File: src/rtl/vga_square_ctrl.sv
// Frame-synchronous square-overlay bounds controller: host writes shadow bounds, commit copies them to live at vblank.
// Optional build macro VGA_SQUARE_BOUNCE_EN: live box bounces STEP px per frame while idle.
module vga_square_ctrl #(
  parameter int CORDW   = 10,
  parameter int G_H_RES = 640,
  parameter int G_V_RES = 480,
  parameter int DEF_X0  = 220,
  parameter int DEF_Y0  = 140,
  parameter int DEF_X1  = 420,
  parameter int DEF_Y1  = 340,
  parameter int STEP    = 2
) (
  input  logic             i_clk,
  input  logic             i_rst,
  input  logic [CORDW-1:0] i_x,
  input  logic [CORDW-1:0] i_y,
  input  logic             i_wr_valid,
  output logic             o_wr_ready,
  input  logic [1:0]       i_wr_addr,
  input  logic [CORDW-1:0] i_wr_data,
  input  logic             i_commit,
  output logic             o_pending,
  output logic             o_committed,
  output logic             o_err,
  output logic [CORDW-1:0] o_x0,
  output logic [CORDW-1:0] o_y0,
  output logic [CORDW-1:0] o_x1,
  output logic [CORDW-1:0] o_y1,
  output logic             o_square
);
  typedef enum logic [1:0] {S_IDLE, S_PENDING, S_COMMIT} state_t;

  // Box index order: 0=X0 1=Y0 2=X1 3=Y1, matching the host address map
  localparam logic [3:0][CORDW-1:0] DEF_BOX =
    {CORDW'(DEF_Y1), CORDW'(DEF_X1), CORDW'(DEF_Y0), CORDW'(DEF_X0)};

  if (DEF_X0 >= DEF_X1 || DEF_Y0 >= DEF_Y1 || DEF_X1 >= G_H_RES ||
      DEF_Y1 >= G_V_RES || STEP < 1) begin : g_bad_params
    $error("vga_square_ctrl: inconsistent parameters");
  end

  state_t                  state;
  logic [3:0][CORDW-1:0]   shadow, shadow_nxt, live;
  logic                    wr_fire, shadow_ok, vbl_start;

  assign wr_fire   = i_wr_valid && o_wr_ready;
  assign vbl_start = (i_x == '0) && (i_y == CORDW'(G_V_RES));

  // Validity is judged on the shadow as it will be after this cycle's write
  always_comb begin
    shadow_nxt = shadow;
    if (wr_fire) shadow_nxt[i_wr_addr] = i_wr_data;
  end
  assign shadow_ok = (shadow_nxt[0] < shadow_nxt[2]) && (shadow_nxt[1] < shadow_nxt[3]);

  assign o_x0 = live[0];
  assign o_y0 = live[1];
  assign o_x1 = live[2];
  assign o_y1 = live[3];

`ifdef VGA_SQUARE_BOUNCE_EN
  localparam logic [CORDW:0]   STEP_W = (CORDW+1)'(STEP);
  localparam logic [CORDW-1:0] STEP_C = CORDW'(STEP);

  logic                  dir_x, dir_y;  // 1 = moving toward zero
  logic                  neg_x, neg_y;
  logic [3:0][CORDW-1:0] live_mv;

  // Direction flips in the same frame the edge would be crossed
  always_comb begin
    neg_x = dir_x ? ({1'b0, live[0]} >= STEP_W)
                  : (({1'b0, live[2]} + STEP_W) > (CORDW+1)'(G_H_RES-1));
    neg_y = dir_y ? ({1'b0, live[1]} >= STEP_W)
                  : (({1'b0, live[3]} + STEP_W) > (CORDW+1)'(G_V_RES-1));
    live_mv[0] = neg_x ? live[0] - STEP_C : live[0] + STEP_C;
    live_mv[2] = neg_x ? live[2] - STEP_C : live[2] + STEP_C;
    live_mv[1] = neg_y ? live[1] - STEP_C : live[1] + STEP_C;
    live_mv[3] = neg_y ? live[3] - STEP_C : live[3] + STEP_C;
  end
`endif

  always_ff @(posedge i_clk) begin
    if (i_rst) begin
      state       <= S_IDLE;
      shadow      <= DEF_BOX;
      live        <= DEF_BOX;
      o_wr_ready  <= 1'b1;
      o_pending   <= 1'b0;
      o_committed <= 1'b0;
      o_err       <= 1'b0;
      o_square    <= 1'b0;
`ifdef VGA_SQUARE_BOUNCE_EN
      dir_x       <= 1'b0;
      dir_y       <= 1'b0;
`endif
    end else begin
      o_committed <= 1'b0;
      o_err       <= 1'b0;
      o_square    <= (i_x > live[0]) && (i_x < live[2]) &&
                     (i_y > live[1]) && (i_y < live[3]);
      shadow      <= shadow_nxt;
      case (state)
        S_IDLE: begin
          if (i_commit && shadow_ok) begin
            state      <= vbl_start ? S_COMMIT : S_PENDING;
            o_pending  <= !vbl_start;
            o_wr_ready <= 1'b0;
          end else begin
            if (i_commit) o_err <= 1'b1;
`ifdef VGA_SQUARE_BOUNCE_EN
            if (vbl_start) begin
              live  <= live_mv;
              dir_x <= neg_x;
              dir_y <= neg_y;
            end
`endif
          end
        end
        S_PENDING: begin
          if (vbl_start) begin
            state     <= S_COMMIT;
            o_pending <= 1'b0;
          end
        end
        S_COMMIT: begin
          live        <= shadow;
          o_committed <= 1'b1;
          o_wr_ready  <= 1'b1;
          state       <= S_IDLE;
        end
        default: begin
          state      <= S_IDLE;
          o_pending  <= 1'b0;
          o_wr_ready <= 1'b1;
        end
      endcase
    end
  end
endmodule

File: config.mk
export PLATFORM = sky130hd
export DESIGN_NAME = vga_square_ctrl
export DESIGN_NICKNAME = d
export VERILOG_FILES = /design/src/rtl/vga_square_ctrl.sv
export SDC_FILE = /design/constraint.sdc
export NUM_CORES = 1
export LEC_CHECK = 0
export CELL_PAD_IN_SITES_DETAIL_PLACEMENT = 2
export CELL_PAD_IN_SITES_GLOBAL_PLACEMENT = 2
export CORE_MARGIN = 2
export CORE_UTILIZATION = 35
export CTS_CLUSTER_DIAMETER = 40
export DETAILED_ROUTE_END_ITERATION = 10
export GPL_TIMING_DRIVEN = 0
export MAX_ROUTING_LAYER = met4
export PLACE_DENSITY = 0.94
export SETUP_SLACK_MARGIN = 0.15
export SLEW_MARGIN = 5
export SYNTH_ARGS = -nofsm -noshare
export SYNTH_HDL_FRONTEND = slang
export SYNTH_SLANG_ARGS = --single-unit
File: constraint.sdc
create_clock -name i_clk -period 7.85 [get_ports i_clk]
set_clock_uncertainty 0.15 [all_clocks]
set_input_delay 1.57 -clock i_clk [delete_from_list [all_inputs] [get_ports i_clk]]
set_output_delay 1.57 -clock i_clk [all_outputs]
set_load 0.02 [all_outputs]
==> reports/results.txt, run 1 <==
Total GRT Usage: 31.1%
Ports: 81
Hold Violations, Final: 0
Mean Syn Cell Area: 9.14 um^2
Initial DRC Count: 252
Power per standard cell area: 186 nW/um^2
Post-synthesis cell area: 4520 um^2
Outcome: finished, final reports clean
Layout cell share with drive strength beyond 1: 9.14%
Slowest CP cell: clkdlybuf4s50_1
Hold Path Cell Cnt: 1
Crit path cell chain: clkdlybuf4s50_1 > and4bb_1 > buf_6 > mux2_2 > ha_1 > nand2_1 > nor3_1 > o31ai_2 > a21oi_1 > nor4_4 > or3b_2 > a31oi_1
Synth top area cells: dfxtp_1 39%, ha_1 15%, mux2_2 4.7%
CTS tree: built
Vias: 4236
Number of synthesized register bits: 87
Gate Count Post-Synth: 495
Hold Path Class: reg2reg
Worst hold start: shadow[32]$_SDFF_PP1_
Arrival @ worst endpoint: 5.02 ns
Post-DRT Antenna Nets: 0
Max frequency: 205 MHz
CP Capture Type: flop
# Post-CTS Setup Buffers: 0
Leakage Power: 2.48 nW
Minimum clock period: 4.89 ns
Final Util: 46.5%
Leading area contributor after synthesis: dfxtp_1
Crit-path max FO: 10
Most common flop cell mapped by yosys: dfxtp_1
Synth Net Count: 587
Largest net degree at the start of global routing: 14
Crit-path leading delay family: simple AND/OR/NAND/NOR gates
Global-route wire length before repair: 31.6 mm
Wire length per cell: 27.3 um
Ys async rst share: 0%
Slowest stage delay, CP: 0.54 ns
Slew HR: 51.7%
CP Class: in2reg
Cts repair resizes: 0
EDFF count, synth: 0
Startpoint Class: input port
Pre-antenna DRT Iters: 5
Worst path bufs/invs: 2
Initial antenna violation count: 0
Final #Nets: 678
Layout Area Growth over Synthesis: 29.7%
Port bufs: 80
Hold slack: 0.320 ns
Least-Margin Pin Slew: 0.725 ns
Die height: 118 um
H-tree levels: 3
Initial core utilization: 35.8%
Worst-skew pair later-pin latency: 0.35 ns
Worst Hold Endpoint: o_y1[2]$_SDFFE_PP1P_
Hold_buf cts: 0
Total global routing overflow: 0
Internal reg-to-reg setup slack: 4.31 ns
WL final: 20.8 mm
Final GP Congestion: 0.888
Post-route DRC: 0
Reg-to-reg startpoint: o_wr_ready$_SDFFE_PP1P_
Vias in the first global route: 4955
Vias/cell: 5.55
R2r endpoint: o_pending$_SDFFE_PP0P_
Critical Path RT: 7.98 ns
R2R cell count: 11
Root Driver: clkbuf_16
Setup violators final: 0
Slew Limit Fails: 0
Final worst path period share: 62.3%
Clk slew on worst S/H paths: 0.07 ns
TritonCTS Buffers: 9
Yosys warning total: 0
DP Wirelength: 14.3 mm
RSZ-0062 raised after global routing: no
Share of the synthesized area in the top cell type: 38.5%
Synth unique cells: 43
Die width: 118 um
Number of max-cap violations: 0
Clock tree sinks: 87
Sum Neg Setup Slack: 0 ns
Diode count: 0
Max clock buf depth: 2
Post-synthesis sequential area ratio: 38.5%
Site Rows: 41
Peak supply drop: 0.137 mV
Die area: 13800 um^2
Core ar.: 12600 um^2
[metrics by stage]
stage	power [mW]	setup WS [ns]	area, um^2	std cells
after global routing	1.12	2.80	5870	763
after detailed placement	0.603	2.82	5540	747
final	1.09	2.96	5870	763
after global placement	0.589	3.03	5540	747
after CTS	1.09	2.99	5870	763
after floorplan	0.539	3.77	4520	495
[worst register-to-register path: stages, from the launching register on]
cell	delay [ns]
dfxtp_1	0.42
and4bb_1	0.27
buf_6	0.20
mux2_2	0.38
ha_1	0.33
nand2_1	0.11
nor3_1	0.30
o31ai_2	0.13
a21oi_1	0.39
nor4_4	0.16
or3b_2	0.48
a31oi_1	0.16
[power by group]
group	switching [mW]	total, mW	internal, mW
registers	0.0111	0.463	0.452
logic	0.0791	0.142	0.0624
clock network	0.195	0.485	0.290
[cells in the final DEF, fill, tap and decap left out, types with 2 or more instances in the layout]
master and count:
o21a_1 2, buf_4 3, inv_1 41, a21oi_1 35, clkbuf_1 15, nand4b_1 3, mux2_2 19, clkbuf_16 9
nor2b_1 16, buf_1 3, clkdlybuf4s50_1 80, ha_1 56, a31oi_1 2, dfxtp_1 87, nor4_1 3, a21o_1 11
nor3_1 6, or2_2 8, a211o_1 16, a211oi_1 5, nand4_1 9, mux2i_1 20, nor4_4 2, clkbuf_8 5
nor2_1 41, o21ai_0 9, nand2b_1 10, nand2_1 55
[state kept, by name (all words and copies together) (netlist names)]
signal,count
state,2
o_wr_ready,1
o_y0,10
shadow,40
o_pending,1
o_committed,1
o_y1,10
o_x0,10
o_x1,10
o_err,1
o_square,1
[worst max path at each step]
| stage | startpoint | end | slack [ns] | cells after the start |
|---|---|---|---|---|
| global route | i_wr_valid | o_pending$_SDFFE_PP0P_ | 2.80 | 12 |
| detailed placement | i_wr_addr[1] | o_pending$_SDFFE_PP0P_ | 2.82 | 12 |
| finish | i_wr_valid | o_pending$_SDFFE_PP0P_ | 2.96 | 12 |
| floorplan | i_wr_addr[1] | o_pending$_SDFFE_PP0P_ | 3.77 | 11 |
| CTS | i_wr_addr[1] | o_pending$_SDFFE_PP0P_ | 2.99 | 12 |
| global placement | i_wr_addr[1] | o_pending$_SDFFE_PP0P_ | 3.03 | 12 |
[synth_stat cells, types with 3 or more instances]
| cell type | count |
|---|---|
| dfxtp_1 | 87 |
| ha_1 | 56 |
| nand2_1 | 55 |
| inv_1 | 41 |
| nor2_1 | 41 |
| a21oi_1 | 35 |
| mux2i_1 | 20 |
| mux2_2 | 19 |
| a211o_1 | 16 |
| nor2b_1 | 16 |
| clkbuf_1 | 15 |
| a21o_1 | 11 |
| nand2b_1 | 10 |
| nand4_1 | 9 |
| o21ai_0 | 9 |
| or2_2 | 8 |
| nor3_1 | 6 |
| a211oi_1 | 5 |
| buf_1 | 3 |
| buf_4 | 3 |
| nand4b_1 | 3 |
| nor4_1 | 3 |
[layer usage]
layer | vias to the layer above | part of all wire (%) | track usage [%]
li1 | 1886 | - | -
met1 | 2166 | 42 | 35.1
met2 | 136 | 52 | 55.1
met3 | 48 | 3.4 | 4.41
met4 | 0 | 3.5 | 13.2
met5 | - | 0 | -
[layout make-up]
type / instances / area (um^2)
Inverter: 41 / 154
Buffer: 22 / 101
Clock buffer: 14 / 294
Sequential cell: 87 / 1740
Clock inverter: 2 / 35.0
Multi-Input combinational cell: 345 / 2520
Tap cell: 172 / 215
Timing Repair Buffer: 80 / 801
Fill cell: 1394 / 6750
[kinds of logic after synthesis]
logic type / share of synthesized area [%]
multiplexers: 9.49
AND/OR/NAND/NOR: 18.0
buffers and inverters: 5.64
flip-flops: 38.5
adder cells (fa/ha/maj): 15.5
AO/OA/AOI/OAI: 12.9
Power figures use the tool's default switching activity.
==> inputs of run 2 (changes only) <==
--- a/config.mk
+++ b/config.mk
@@ -8,12 +8,12 @@
 export CELL_PAD_IN_SITES_DETAIL_PLACEMENT = 2
 export CELL_PAD_IN_SITES_GLOBAL_PLACEMENT = 2
 export CORE_MARGIN = 2
-export CORE_UTILIZATION = 35
+export CORE_UTILIZATION = 32
 export CTS_CLUSTER_DIAMETER = 40
 export DETAILED_ROUTE_END_ITERATION = 10
 export GPL_TIMING_DRIVEN = 0
 export MAX_ROUTING_LAYER = met4
-export PLACE_DENSITY = 0.94
+export PLACE_DENSITY = 0.88
 export SETUP_SLACK_MARGIN = 0.15
 export SLEW_MARGIN = 5
 export SYNTH_ARGS = -nofsm -noshare
==> constraint.sdc (replaced) <==
create_clock -name i_clk -period 5.1 [get_ports i_clk]
set_clock_uncertainty 0.15 [all_clocks]
set_input_delay 1.02 -clock i_clk [delete_from_list [all_inputs] [get_ports i_clk]]
set_output_delay 1.02 -clock i_clk [all_outputs]
set_load 0.02 [all_outputs]
==> reports/results.txt, run 2 (synthesized netlist as in run 1, its figures left out) <==
Initial antenna violation count: 0
Fillers: 1478
Initial DRC Count: 191
Internal reg-to-reg setup slack: 1.79 ns
Most flops, register: shadow
Power per standard cell area: 271 nW/um^2
Outcome: finished, final reports clean
# Post-CTS Setup Buffers: 0
Arrival @ worst endpoint: 4.17 ns
Vias/cell: 5.30
Core ar.: 13800 um^2
Worst Hold Endpoint: o_y1[6]$_SDFFE_PP1P_
Number of max-cap violations: 0
Minimum clock period: 4.11 ns
Max FFs per register: 40
Port bufs: 80
Max clock buf depth: 2
Hold_buf cts: 0
Final Util: 42.2%
H-tree levels: 3
RSZ-0062 raised after global routing: no
Final GP Congestion: 0.865
Layout cell share with drive strength beyond 1: 8.50%
CP Capture Type: flop
Slew Limit Fails: 0
DP Wirelength: 13.3 mm
Die height: 123 um
Peak supply drop: 0.140 mV
R2r endpoint: o_wr_ready$_SDFFE_PP1P_
R2R cell count: 11
WL final: 17.9 mm
Ports: 81
Hold Path Class: reg2reg
Most common cell after layout, fill and taps aside: dfxtp_1
Root Driver: clkbuf_16
Largest net degree at the start of global routing: 13
CP Class: in2reg
Reg-to-reg startpoint: o_wr_ready$_SDFFE_PP1P_
Sum Neg Setup Slack: 0 ns
Die width: 123 um
Vias: 4067
Pre-antenna DRT Iters: 4
Site Rows: 43
Hold Path Cell Cnt: 1
Startpoint Class: input port
TritonCTS Buffers: 9
Cell Count, Final, Fillers Out: 768
Cts repair resizes: 0
Fin area: 5830 um^2
Cell total after placement: 755
Die area: 15100 um^2
Worst-skew pair later-pin latency: 0.34 ns
Layout Area Growth over Synthesis: 29.0%
Crit-path max FO: 10
Total GRT Usage: 25.5%
Post-DRT Antenna Nets: 0
Critical Path RT: 5.16 ns
Slew HR: 54.7%
Diode count: 0
Clock tree sinks: 87
Final #Nets: 678
Setup violators final: 0
Vias in the first global route: 4670
Wire length per cell: 23.3 um
Clk slew on worst S/H paths: 0.06 ns
Max frequency: 243 MHz
Leakage Power: 2.46 nW
CTS tree: built
Post-route DRC: 0
Global-route wire length before repair: 27.5 mm
Worst hold start: shadow[36]$_SDFF_PP1_
Hold Violations, Final: 0
Commonest non-fill, non-tap cells in the layout: 87 x dfxtp_1, 80 x clkdlybuf4s50_1, 56 x ha_1
Final worst path period share: 80.5%
Post-DP Area: 5550 um^2
Initial core utilization: 32.7%
Least-Margin Pin Slew: 0.679 ns
Total global routing overflow: 0
run 2: cell types whose count changed in the layout (fill, tap and decap cells not counted):
cell      before  now
clkinv_2       1    0
clkbuf_8       5    2
clkbuf_1      15   16
run 2: per-stage QoR:
step	hold slack, ns	setup WS [ns]	total power [mW]
floorplan	0.278	1.57	0.830
global placement	0.291	0.814	0.908
detailed placement	0.310	0.716	0.924
CTS	0.324	1.01	1.59
global route	0.342	0.810	1.63
finish	0.322	0.993	1.58
run 2: metal layers:
metal / up-vias / part of all wire, % / GRT usage, %
met4: 0 / 2.8 / 10.4
met5: - / 0 / -
li1: 1898 / - / -
met2: 94 / 53 / 44.9
met3: 30 / 2.9 / 2.93
met1: 2045 / 42 / 29.3
run 2: where the power goes:
| group | internal, mW | total (mW) | leakage [nW] | switching [mW] |
|---|---|---|---|---|
| clock | 0.398 | 0.661 | 0.141 | 0.262 |
| sequential | 0.696 | 0.712 | 0.705 | 0.0156 |
| combinational | 0.0948 | 0.208 | 1.61 | 0.113 |
| total | 1.19 | 1.58 | 2.46 | 0.391 |
run 2: cell type report:
cell class	instances	area (um^2)	share of cell area, %
Tap cell	180	225	3.86
Clock inverter	1	30.0	0.515
Timing Repair Buffer	80	801	13.7
Inverter	41	154	2.64
Clock buffer	12	256	4.40
Multi-Input combinational cell	345	2520	43.3
Sequential cell	87	1740	29.9
Buffer	22	101	1.74
run 2: critical path: stages:
cell	delay [ns]
clkdlybuf4s50_1	0.45
and4bb_1	0.31
buf_6	0.18
mux2_2	0.38
ha_1	0.32
a21oi_1	0.20
nor2_1	0.08
a211oi_1	0.21
a21oi_1	0.17
nor4_4	0.53
nor2b_1	0.22
o21ai_1	0.08
run 2: how the worst max path moves through the flow:
stage	startpoint	endpoint	slack [ns]	depth (start not counted)
2_1_floorplan	i_wr_addr[1]	o_pending$_SDFFE_PP0P_	1.57	11
3_3_place_gp	i_wr_addr[1]	o_pending$_SDFFE_PP0P_	0.81	12
3_5_place_dp	i_wr_addr[1]	o_pending$_SDFFE_PP0P_	0.72	12
4_1_cts	i_wr_addr[1]	o_wr_ready$_SDFFE_PP1P_	1.01	12
5_1_grt	i_wr_addr[1]	o_wr_ready$_SDFFE_PP1P_	0.81	12
6_report	i_wr_addr[1]	o_wr_ready$_SDFFE_PP1P_	0.99	12
